File: config.mk
export PLATFORM = sky130hd
export DESIGN_NAME = fxp8s_result_sink_flat
export DESIGN_NICKNAME = d
export VERILOG_FILES = /design/src/rtl/fxp8s_result_sink_if.sv /design/src/rtl/fxp8s_result_sink.sv /design/src/flat_wrapper.sv
export SDC_FILE = /design/constraint.sdc
export NUM_CORES = 1
export LEC_CHECK = 0
export ABC_AREA = 1
export ABC_CLOCK_PERIOD_IN_PS = 5550
export BUFFER_PORTS_ARGS = -buffer_cell sky130_fd_sc_hd__buf_2
export CORE_MARGIN = 3
export CORE_UTILIZATION = 65
export CTS_BUF_LIST = sky130_fd_sc_hd__clkbuf_4
export DETAILED_ROUTE_END_ITERATION = 8
export PLACE_DENSITY = 0.84
export SETUP_SLACK_MARGIN = 0.2
export SLEW_MARGIN = 25
export SYNTH_ARGS = -nofsm -noshare
export SYNTH_HDL_FRONTEND = slang
export SYNTH_SLANG_ARGS = --single-unit
File: constraint.sdc
create_clock -name clk -period 5.55 [get_ports clk]
set_clock_uncertainty 0.05 [all_clocks]
set_input_delay 0.2775 -clock clk [delete_from_list [all_inputs] [get_ports clk]]
set_output_delay 0.2775 -clock clk [all_outputs]
set_load 0.005 [all_outputs]
File: src/rtl/fxp8s_result_sink_if.sv
// Valid/ready bundle between the PE result stream, the sink and its consumer.
// The sink sits on the slave modport; the driving side uses master.
interface fxp8s_result_sink_if #(
    parameter int WIDTH = 8
);
    logic             en_in_data;
    logic             rdy_in_data;
    logic [WIDTH-1:0] in_data;
    logic             en_out_data;
    logic             rdy_out_data;
    logic [WIDTH-1:0] out_data;
    logic             out_new_row;
    logic             out_mat_done;

    modport master (
        output en_in_data, in_data, rdy_out_data,
        input  rdy_in_data, en_out_data, out_data,
        input  out_new_row, out_mat_done
    );

    modport slave (
        input  en_in_data, in_data, rdy_out_data,
        output rdy_in_data, en_out_data, out_data,
        output out_new_row, out_mat_done
    );
endinterface

File: src/rtl/fxp8s_result_sink.sv
// Single-buffered DIMxDIM result sink: fill, ReLU/neg-zero cleanup,
// then drain row-major or transposed with row/matrix framing.
module fxp8s_result_sink #(
    parameter int DIM   = 3,
    parameter int WIDTH = 8
) (
    input  logic                 clk,
    input  logic                 rstn,
    input  logic                 cfg_relu,
    input  logic                 cfg_transpose,
    output logic                 busy,
    fxp8s_result_sink_if.slave   s
);
    localparam int N  = DIM * DIM;
    localparam int AW = (N > 1) ? $clog2(N) : 1;

    typedef enum logic {
        FILL  = 1'b0,
        DRAIN = 1'b1
    } state_t;

    state_t           r_state;
    logic [AW-1:0]    r_wr_idx;
    logic [AW-1:0]    r_r;
    logic [AW-1:0]    r_c;
    logic             r_relu_q;
    logic             r_tr_q;
    logic [WIDTH-1:0] r_mem [N];

    logic             w_acc;
    logic             w_xfer;
    logic             w_first;
    logic             w_last_in;
    logic             w_rlast;
    logic             w_clast;
    logic             w_relu;
    logic [WIDTH-1:0] w_negz;
    logic [WIDTH-1:0] w_wdata;
    logic [AW-1:0]    w_addr;

    assign s.rdy_in_data = rstn & (r_state == FILL);
    assign s.en_out_data = (r_state == DRAIN);
    assign busy          = (r_state == DRAIN);

    assign w_acc     = s.en_in_data & s.rdy_in_data;
    assign w_xfer    = s.en_out_data & s.rdy_out_data;
    assign w_first   = (r_wr_idx == '0);
    assign w_last_in = (r_wr_idx == AW'(N - 1));
    assign w_rlast   = (r_r == AW'(DIM - 1));
    assign w_clast   = (r_c == AW'(DIM - 1));

    // First element of a matrix sees the live cfg; the rest see the latched copy.
    assign w_relu  = w_first ? cfg_relu : r_relu_q;
    assign w_negz  = {1'b1, {(WIDTH-1){1'b0}}};
    assign w_wdata = (w_relu & s.in_data[WIDTH-1]) ? '0 :
                     (s.in_data == w_negz)         ? '0 :
                                                     s.in_data;

    assign w_addr = r_tr_q ? AW'(r_c * DIM + r_r)
                           : AW'(r_r * DIM + r_c);

    assign s.out_data     = s.en_out_data ? r_mem[w_addr] : '0;
    assign s.out_new_row  = s.en_out_data & (r_c == '0);
    assign s.out_mat_done = s.en_out_data & w_rlast & w_clast;

    always_ff @(posedge clk) begin
        if (w_acc) begin
            r_mem[r_wr_idx] <= w_wdata;
        end
    end

    always_ff @(posedge clk or negedge rstn) begin
        if (!rstn) begin
            r_state  <= FILL;
            r_wr_idx <= '0;
            r_r      <= '0;
            r_c      <= '0;
            r_relu_q <= 1'b0;
            r_tr_q   <= 1'b0;
        end else begin
            unique case (r_state)
                FILL: begin
                    if (w_acc) begin
                        if (w_first) begin
                            r_relu_q <= cfg_relu;
                            r_tr_q   <= cfg_transpose;
                        end
                        if (w_last_in) begin
                            r_wr_idx <= '0;
                            r_state  <= DRAIN;
                        end else begin
                            r_wr_idx <= r_wr_idx + 1'b1;
                        end
                    end
                end
                DRAIN: begin
                    if (w_xfer) begin
                        if (w_clast) begin
                            r_c <= '0;
                            if (w_rlast) begin
                                r_r     <= '0;
                                r_state <= FILL;
                            end else begin
                                r_r <= r_r + 1'b1;
                            end
                        end else begin
                            r_c <= r_c + 1'b1;
                        end
                    end
                end
            endcase
        end
    end
endmodule
File: src/flat_wrapper.sv
// flat-port wrapper written by rule: the top's interface ports become plain ports
module fxp8s_result_sink_flat 
#(
    parameter int DIM   = 3,
    parameter int WIDTH = 8
)
  (clk, rstn, cfg_relu, cfg_transpose, busy, s_en_in_data, s_in_data, s_rdy_out_data, s_rdy_in_data, s_en_out_data, s_out_data, s_out_new_row, s_out_mat_done);
  fxp8s_result_sink_if #(.WIDTH(WIDTH)) s_i ();
  input  logic clk;
  input  logic rstn;
  input  logic cfg_relu;
  input  logic cfg_transpose;
  output logic busy;
  input wire logic [$bits(s_i.en_in_data)-1:0] s_en_in_data;
  input wire logic [$bits(s_i.in_data)-1:0] s_in_data;
  input wire logic [$bits(s_i.rdy_out_data)-1:0] s_rdy_out_data;
  output wire logic [$bits(s_i.rdy_in_data)-1:0] s_rdy_in_data;
  output wire logic [$bits(s_i.en_out_data)-1:0] s_en_out_data;
  output wire logic [$bits(s_i.out_data)-1:0] s_out_data;
  output wire logic [$bits(s_i.out_new_row)-1:0] s_out_new_row;
  output wire logic [$bits(s_i.out_mat_done)-1:0] s_out_mat_done;
  assign s_i.en_in_data = s_en_in_data;
  assign s_i.in_data = s_in_data;
  assign s_i.rdy_out_data = s_rdy_out_data;
  assign s_rdy_in_data = s_i.rdy_in_data;
  assign s_en_out_data = s_i.en_out_data;
  assign s_out_data = s_i.out_data;
  assign s_out_new_row = s_i.out_new_row;
  assign s_out_mat_done = s_i.out_mat_done;
  fxp8s_result_sink #(.DIM(DIM), .WIDTH(WIDTH)) u_core (.clk(clk), .rstn(rstn), .cfg_relu(cfg_relu), .cfg_transpose(cfg_transpose), .busy(busy), .s(s_i));
endmodule
[Yosys cells after proc, flatten, opt, wreduce, memory -nomap -nowiden]
Memory sizes are Yosys's and may differ from the RTL's.
Cells that the tools add are included.
Word-level totals
  bits in registers: 15
  bits in writable memories: 72
  input bits: 14
  output and inout bits: 13
  word-level logic and storage cells: 48
  memories kept: 1
Memory list
  u_core.r_mem: depth 9, bits a word 8, rd ports 1, clocked after Yosys merged registers in 0, write ports 1, RTL line fxp8s_result_sink.sv:28  | logic [WIDTH-1:0] r_mem [N];
Operators by class
  add/subtract/negate cells: 5
  multipliers: 2
  equality and inequality tests: 4
  multiplexer cells: 16
  bitwise logic cells: 8
  reductions and logical operators: 6
Operators by type and width (number)
  $mux 8: 3
  $mux 4: 4
  $add 4x1->4 const B: 3
  $add 4x4->4: 2
  $eq 4x2->1 const B: 2
  $eq 8x8->1 const B: 1
  $logic_not 4->1: 2
  $mul 4x2->4 const B: 2
  $mux 1: 8
  $and 1x1->1: 7
  $reduce_and 3->1: 2
  $eq 4x4->1 const B: 1
  $reduce_and 2->1: 2
  $pmux 1 s2: 1
  $not 1->1: 1

[Logic depth before layout (Yosys ltp)]
Gate-level depths: netlist of run 1.
  word-level depth: 5
  mapped depth: 15
  mapped depth without buffers: 14

[Worst setup path after synthesis of run 1]
OpenSTA, ideal clock, no wires.
  path type: register -> output
  from: register u_core.r_c[1]
  to: output s_out_data[0]
  arrival: 2.342 ns
  data required time: 5.223 ns
  slack: 2.881 ns
  stages on the path, launching flop included: 15
  buffers on the path: 1
  cell sequence: dfrtp_1 > fa_1 > ha_1 > inv_1 > fa_1 > inv_1 > nand2_1 > nand2_1 > inv_1 > nand2_1 > nand3_1 > nand2_1 > clkbuf_8 > nor2_1 > nor2_1
Between the ends
  longest elaborated chain between the ends: 5
  elaborated cells between the ends (all ways): 6
  those cells by class: 2 x add/sub; 1 x mul; 2 x mux; 1 x memory
Ends and longest elaborated chain
  start: declaration: RTL line fxp8s_result_sink.sv:25  | logic [AW-1:0] r_c;
  start signal: assignment: RTL line fxp8s_result_sink.sv:107  | r_c <= r_c + 1'b1;
  $mul 4x2->4: RTL line fxp8s_result_sink.sv:59  | assign w_addr = r_tr_q ? AW'(r_c * DIM + r_r)
  $add 4x4->4: RTL line fxp8s_result_sink.sv:59
  $mux 4 *: RTL line fxp8s_result_sink.sv:59
  $mem_v2 9x8 *
  $mux 8 *: RTL line fxp8s_result_sink.sv:62  | assign s.out_data = s.en_out_data ? r_mem[w_addr] : '0;
  end: declaration: RTL line flat_wrapper.sv:19  | output wire logic [$bits(s_i.out_data)-1:0] s_out_data;
Every way passes the cells marked *; elsewhere a longest branch is shown, timed or not.

[Final worst setup path of run 1]
Same ends and word-level chain as after synthesis.

==> results.yml, run 1 <==
timing:
  slew_viol_final: 0
  tightest_slew_ns: 0.938
  rsz0062_at_grt: "false"
  fin_setup_tns_ns: 0
  finalSetupViolCount: 0
  fmax_ghz: 0.275
  holdWs_ns: 0.203
  finalHoldViolCount: 0
  fin_crit_sh_pct: 65.6
  fin_crit_ns: 3.64
  max-slew-margin-rel_pct: 37.2
finish:
  multi_input_area_um2: 1610
  layout-drive-gt1-share_pct: 11.2
  seq_area_um2: 2540
  antennaDiodeCount: 0
  fin_nets: 577
  final_util_pct: 74.4
  area_growth_pct: 7.28
  fill_cells: 475
worst_setup_path:
  crit_path_end: "s_out_data[0]"
  worstPathArrival_ns: 3.31
  r2r-start: "u_core.busy"
  worstReg2RegEnd: "u_core.r_mem[7][4]"
  crit_type: "reg -> out"
  crit_path_max_fanout: 8
  regToRegSetupSlack_ns: 3.04
  reg2reg_depth: 5
  cp-end-kind: "output pin"
  crit_start: "u_core.r_c[1]"
  cp.required_ns: 5.22
  start_kind: "register"
flow_run:
  drv_cap: 0
yosys:
  synth-edff-count: 72
  synthFlopType: "edfxtp_1"
  ys_top_cells_by_area: "edfxtp_1, nand2_1, dfrtp_1"
  yosysMostFrequentCell: "nand2_1"
  synth_area_leader_cell: "edfxtp_1"
  syn_nets: 549
  synth_commonest_cells: "nand2_1, inv_1, edfxtp_1, nor2_1, o21ai_0"
  ys_seq_area_share_pct: 55.7
  yosysWarnings: 0
  synthesis.area_um2: 4550
  synthArstFlopShare_pct: 17.2
  ys_ff_latch: 87
  synth_top_area_share_pct: 47.5
  syn_area_per_cell_um2: 8.88
  yosysUniqueCellTypes: 27
  postSynthCellCount: 513
clock_tree:
  htree_levels: 3
  cts_made_buffers: 9
  cts_resized: 0
  clock_sink_count: 87
  root_buffer: "clkbuf_4"
  cts_setup_buffers: 0
  cts-hold-fix-buffers: 3
  clkLatencyLatePin_ns: 0.44
  path_clk_slew_ns: 0.16
  clock_path_buffers: 2
  cts_tree: "yes"
place:
  place_hpwl_um: 6190
  place.gp.congestion: 0.828
  portBuffers: 26
route:
  routed_via_density: 5.13
  drt-total-wl_um: 8880
  wire_per_inst_um: 13.9
  first_pass_iters: 5
  drcViolationCount: 0
  vias: 3281
  drtIter0Drc: 327
  postRouteAntennaNets: 0
global_routing:
  antenna_found_initial: 0
  grt_max_degree: 46
  grt-ovfl-total: 0
  grt_first_pass_wirelength_um: 14900
  grt.total_usage_pct: 25.1
  grt_pass1_vias: 3079
floorplanning:
  initial_core_util_pct: 69.3
  rows: 29
  core_area_um2: 6570
  ios: 27
  dieArea_um2: 8050
  die_w_um: 89.7
  die_height_um: 89.7
hold_path:
  hp-class: "in -> async"
power_and_ir_drop:
  power_leakage_nw: 2.35
  p_per_area_nw_per_um2: 571
  power_mw: 2.79
  vdd_drop_max_mv: 0.334
outcome:
  status: "completed"
## cell families after synthesis
family / after synthesis / synth area share [%]
AOI/OAI and AO/OA: 30 / 3.46
xor gates and xnor gates: 1 / 0.192
adders and majority gates: 22 / 7.03
buffers and inverters: 99 / 9.45
DFF: 87 / 55.7
and+or+nand+nor: 274 / 24.1
## power by group
group | leakage (nW) | total (mW) | internal [mW] | switching, mW
logic | 1.45 | 1.65 | 0.567 | 1.08
registers | 0.825 | 0.780 | 0.734 | 0.0464
clock network | 0.0733 | 0.358 | 0.107 | 0.251
## cell type report
type,count,share of cell area [%]
sequential,87,51.9
multi-input combinational,327,32.9
inverter,86,6.61
timing repair buffer,30,3.43
tap,93,2.38
clock buffer,9,1.38
clock inverter,7,1.38
## cell usage in the layout (no fill, tap or decap), drive strengths merged
master	instances
clkinvlp	1
dlygate4sd3	3
xor2	1
clkbuf	9
nand2	193
nand3	8
fa	6
a21oi	5
o21ai	23
o21a	1
o22ai	1
nor2	62
edfxtp	72
buf	27
nor3	10
dfrtp	15
ha	16
inv	92
nor4	1
## registers in the layout, indices dropped and copies added, names as in the netlist
| signal | count |
|---|---|
| u_core.r_mem | 72 |
| u_core.r_c | 4 |
| u_core.r_r | 4 |
| u_core.r_wr_idx | 4 |
| u_core.busy | 1 |
| u_core.r_relu_q | 1 |
| u_core.r_tr_q | 1 |
## worst min-delay path by stage
stage	start	end	slack, ns	depth (start not counted)
after floorplan	rstn	u_core.busy	-0.07	0
after global placement	rstn	u_core.r_wr_idx[1]	0.16	1
after detailed placement	rstn	u_core.r_relu_q	0.16	1
after CTS	s_rdy_out_data	u_core.r_c[0]	0.19	4
after global routing	s_rdy_out_data	u_core.r_c[2]	0.24	4
final	rstn	u_core.r_r[1]	0.20	2
## per-stage QoR
step	instance area [um2]	instances	worst slack (ns)
6_report	4880	639	1.91
5_1_grt	4880	639	1.66
4_1_cts	4880	639	1.94
3_5_place_dp	4720	620	2.45
3_3_place_gp	4700	620	2.51
2_1_floorplan	4550	513	2.88
## routing by layer
layer	vias up	track usage, %	part of all wire (%)
met5	-	0	0
met4	0	9.74	1.9
met3	16	3.92	8.2
met2	133	38.5	47
met1	1492	36.2	43
li1	1640	-	-
## critical path, cell delays in order, from the launching register on
cell and delay (ns):
dfrtp_1 0.53, fa_1 0.56, ha_1 0.13, inv_1 0.04, fa_1 0.47, inv_1 0.06
o21ai_2 0.39, nand2_1 0.10, nor2_1 0.21, nor2_1 0.09, nor2_1 0.10, nor2_1 0.06
buf_2 0.12
Note: power is estimated with default switching activity, not from simulation.
==> run 2, diff against run 1 <==
--- a/config.mk
+++ b/config.mk
@@ -5,14 +5,14 @@
 export SDC_FILE = /design/constraint.sdc
 export NUM_CORES = 1
 export LEC_CHECK = 0
-export ABC_AREA = 1
-export ABC_CLOCK_PERIOD_IN_PS = 5550
+export ABC_AREA = 0
+export ABC_CLOCK_PERIOD_IN_PS = 3580
 export BUFFER_PORTS_ARGS = -buffer_cell sky130_fd_sc_hd__buf_2
 export CORE_MARGIN = 3
-export CORE_UTILIZATION = 65
+export CORE_UTILIZATION = 63
 export CTS_BUF_LIST = sky130_fd_sc_hd__clkbuf_4
 export DETAILED_ROUTE_END_ITERATION = 8
-export PLACE_DENSITY = 0.84
+export PLACE_DENSITY = 0.82
 export SETUP_SLACK_MARGIN = 0.2
 export SLEW_MARGIN = 25
 export SYNTH_ARGS = -nofsm -noshare
==> constraint.sdc (replaced) <==
create_clock -name clk -period 3.58 [get_ports clk]
set_clock_uncertainty 0.05 [all_clocks]
set_input_delay 0.179 -clock clk [delete_from_list [all_inputs] [get_ports clk]]
set_output_delay 0.179 -clock clk [all_outputs]
set_load 0.005 [all_outputs]
==> run 2 against run 1 <==
Effect of this change:
- the flow now finishes with violations (negative setup slack)
- register-to-register slack worse by 1.6 ns
- cell area shrank 5.4%
- sequential cell count did not move
- first-iteration DRC count shrank 31%
- cell count down 36%
- global-route usage down 0.73 points
- count of clock-buffer cells in the layout is 1 higher
- synthesized area is 9.6% lower
- die area down 6.3%
- wire length is 0.86% lower
- sequential share of layout area grew 3.1 points
- hold slack worse by 0.17 ns
- critical endpoint is now s_out_data[3]
==> results.yml, run 2 <==
clock_tree:
  clock_sink_count: 87
  clock_path_buffers: 2
  path_clk_slew_ns: 0.13
  cts_made_buffers: 9
  clkLatencyLatePin_ns: 0.44
  htree_levels: 3
  root_buffer: "clkbuf_4"
  cts_tree: "yes"
yosys:
  yosysUniqueCellTypes: 36
  ys_seq_area_share_pct: 61.7
  synth_area_leader_cell: "edfxtp_1"
  synth-edff-count: 72
  synthesis.area_um2: 4120
  synthArstFlopShare_pct: 17.2
  postSynthCellCount: 286
  synth_top_area_share_pct: 52.5
  ys_top_cells_by_area: "edfxtp_1, dfrtp_1, mux2i_1"
  ys_ff_latch: 87
  yosysWarnings: 0
  yosysMostFrequentCell: "edfxtp_1"
  synthFlopType: "edfxtp_1"
  syn_area_per_cell_um2: 14.4
  syn_nets: 322
  synth_commonest_cells: "edfxtp_1, mux2i_1, inv_1, a22oi_1, ha_1"
timing:
  finalHoldViolCount: 0
  fin_crit_sh_pct: 103
  holdWs_ns: 0.0352
  setup_ws_ns: -0.105
  fin_crit_ns: 3.69
  slew_viol_final: 0
  rsz0062_at_grt: "true"
  tightest_slew_ns: 0.884
  max-slew-margin-rel_pct: 40.9
  fmax_ghz: 0.271
  finalSetupViolCount: 8
worst_setup_path:
  crit_chain: "fa_1, ha_1, inv_1, fa_1, mux2i_4, buf_4, buf_12, mux2i_1, a22oi_1, a32o_2, buf_2"
  cpMostUsedCell: "fa_1"
  cp-end-kind: "output pin"
  worstPathArrival_ns: 3.46
  slowest_stage: "fa_1"
  reg2reg_depth: 4
  regToRegSetupSlack_ns: 1.44
  start_kind: "register"
  max_stage_delay_ns: 0.56
  worstReg2RegEnd: "u_core.r_mem[5][0]"
  crit_start: "u_core.r_c[1]"
  r2r-start: "u_core.busy"
  crit_type: "reg -> out"
  cp.required_ns: 3.35
  crit_path_max_fanout: 8
route:
  drt-total-wl_um: 8810
  postRouteAntennaNets: 0
  vias: 2569
  routed_via_density: 6.28
  wire_per_inst_um: 21.5
  drtIter0Drc: 226
  first_pass_iters: 4
  drcViolationCount: 0
hold_path:
  hold_path_startpoint: "s_rdy_out_data"
  worstHoldEndpoint: "u_core.r_c[0]"
  min_path_cells: 3
  hp-class: "in -> reg"
floorplanning:
  die_w_um: 86.8
  die_height_um: 86.8
  dieArea_um2: 7540
  core_area_um2: 6130
  initial_core_util_pct: 67.1
  rows: 28
  ios: 27
finish:
  layout-drive-gt1-share_pct: 22.8
  seq_area_um2: 2540
  fill_cells: 389
  largest_reg_flops: 72
  area_growth_pct: 12.3
  layout_commonest_cell: "edfxtp_1"
  fin_nets: 365
  layout_common_cells: "edfxtp_1, mux2i_1, buf_2, inv_1"
  antennaDiodeCount: 0
  multi_input_area_um2: 1460
  top_register: "u_core.r_mem"
place:
  place_hpwl_um: 5300
  place.gp.congestion: 0.778
  dp_slack_ns: 0.318
  portBuffers: 26
outcome:
  status: "finished, violations left"
  failed_checks: "negative setup slack"
global_routing:
  grt.total_usage_pct: 24.3
  grt_first_pass_wirelength_um: 13300
  grt-ovfl-total: 0
  grt_max_degree: 17
  grt_pass1_vias: 2451
  antenna_found_initial: 0
flow_run:
  drv_cap: 0
[run 2: layer usage]
layer	global-route usage, %	wire length [um]	up-vias
li1	-	-	1165
met1	35.0	3930	1278
met2	36.8	4150	111
met3	3.99	610	15
met4	10.8	121	0
met5	0	0	-
[run 2: timing repair]
item,CTS,global route
gates cloned,2,1
endpoints found under the setup margin,8,8
gates resized for setup,9,7
pin swaps,0,0
buffers inserted,4,3
hold endpoints to repair,18,0
hold buffers,4,0
[run 2: worst max path at each step]
stage / depth (start not counted) / end / slack, ns
floorplan: 9 / s_out_data[5] / 0.63
global placement: 10 / s_out_data[6] / 0.40
detailed placement: 10 / s_out_data[6] / 0.32
CTS: 11 / s_out_data[2] / -0.06
global route: 11 / s_out_data[6] / -0.22
finish: 11 / s_out_data[3] / -0.11
[run 2: per-stage QoR]
stage / util, % / cell area [um2] / TNS [ns] / cells
after floorplan: - / 4120 / 0 / 286
after global placement: 69.7 / 4270 / 0 / 379
after detailed placement: 69.7 / 4270 / 0 / 379
after CTS: 74.1 / 4540 / -0.464 / 405
after global routing: 75.4 / 4620 / -1.62 / 409
final: 75.4 / 4620 / -0.542 / 409
[run 2: final cells by class]
type,count,area share [%]
clock buffers,10,1.62
multi-input cells,172,31.5
flip-flops and latches,87,55.0
clock inverters,6,1.16
well taps,75,2.03
repair buffers,42,7.31
inverters,17,1.38
[run 2: logic make-up after synthesis]
kind of cell | Yosys count | share of synthesized area (%)
simple gates | 58 | 7.39
fa+ha+maj | 22 | 7.78
mux | 37 | 9.36
xor+xnor | 6 | 1.28
compound gates | 49 | 8.70
flops | 87 | 61.7
buf+inv | 27 | 3.83
[run 2: worst max-delay path, delay by kind of cell (launching register included)]
family	cells	cell delay, ns
DFF	1	0.48
muxes	2	0.46
buffers and inverters	4	0.47
adders and majority gates	3	1.18
AOI/OAI and AO/OA	2	0.43
Power of run 2 is not shown: default switching activity piles up to over one toggle a cycle in this logic, so the estimate is an artifact.
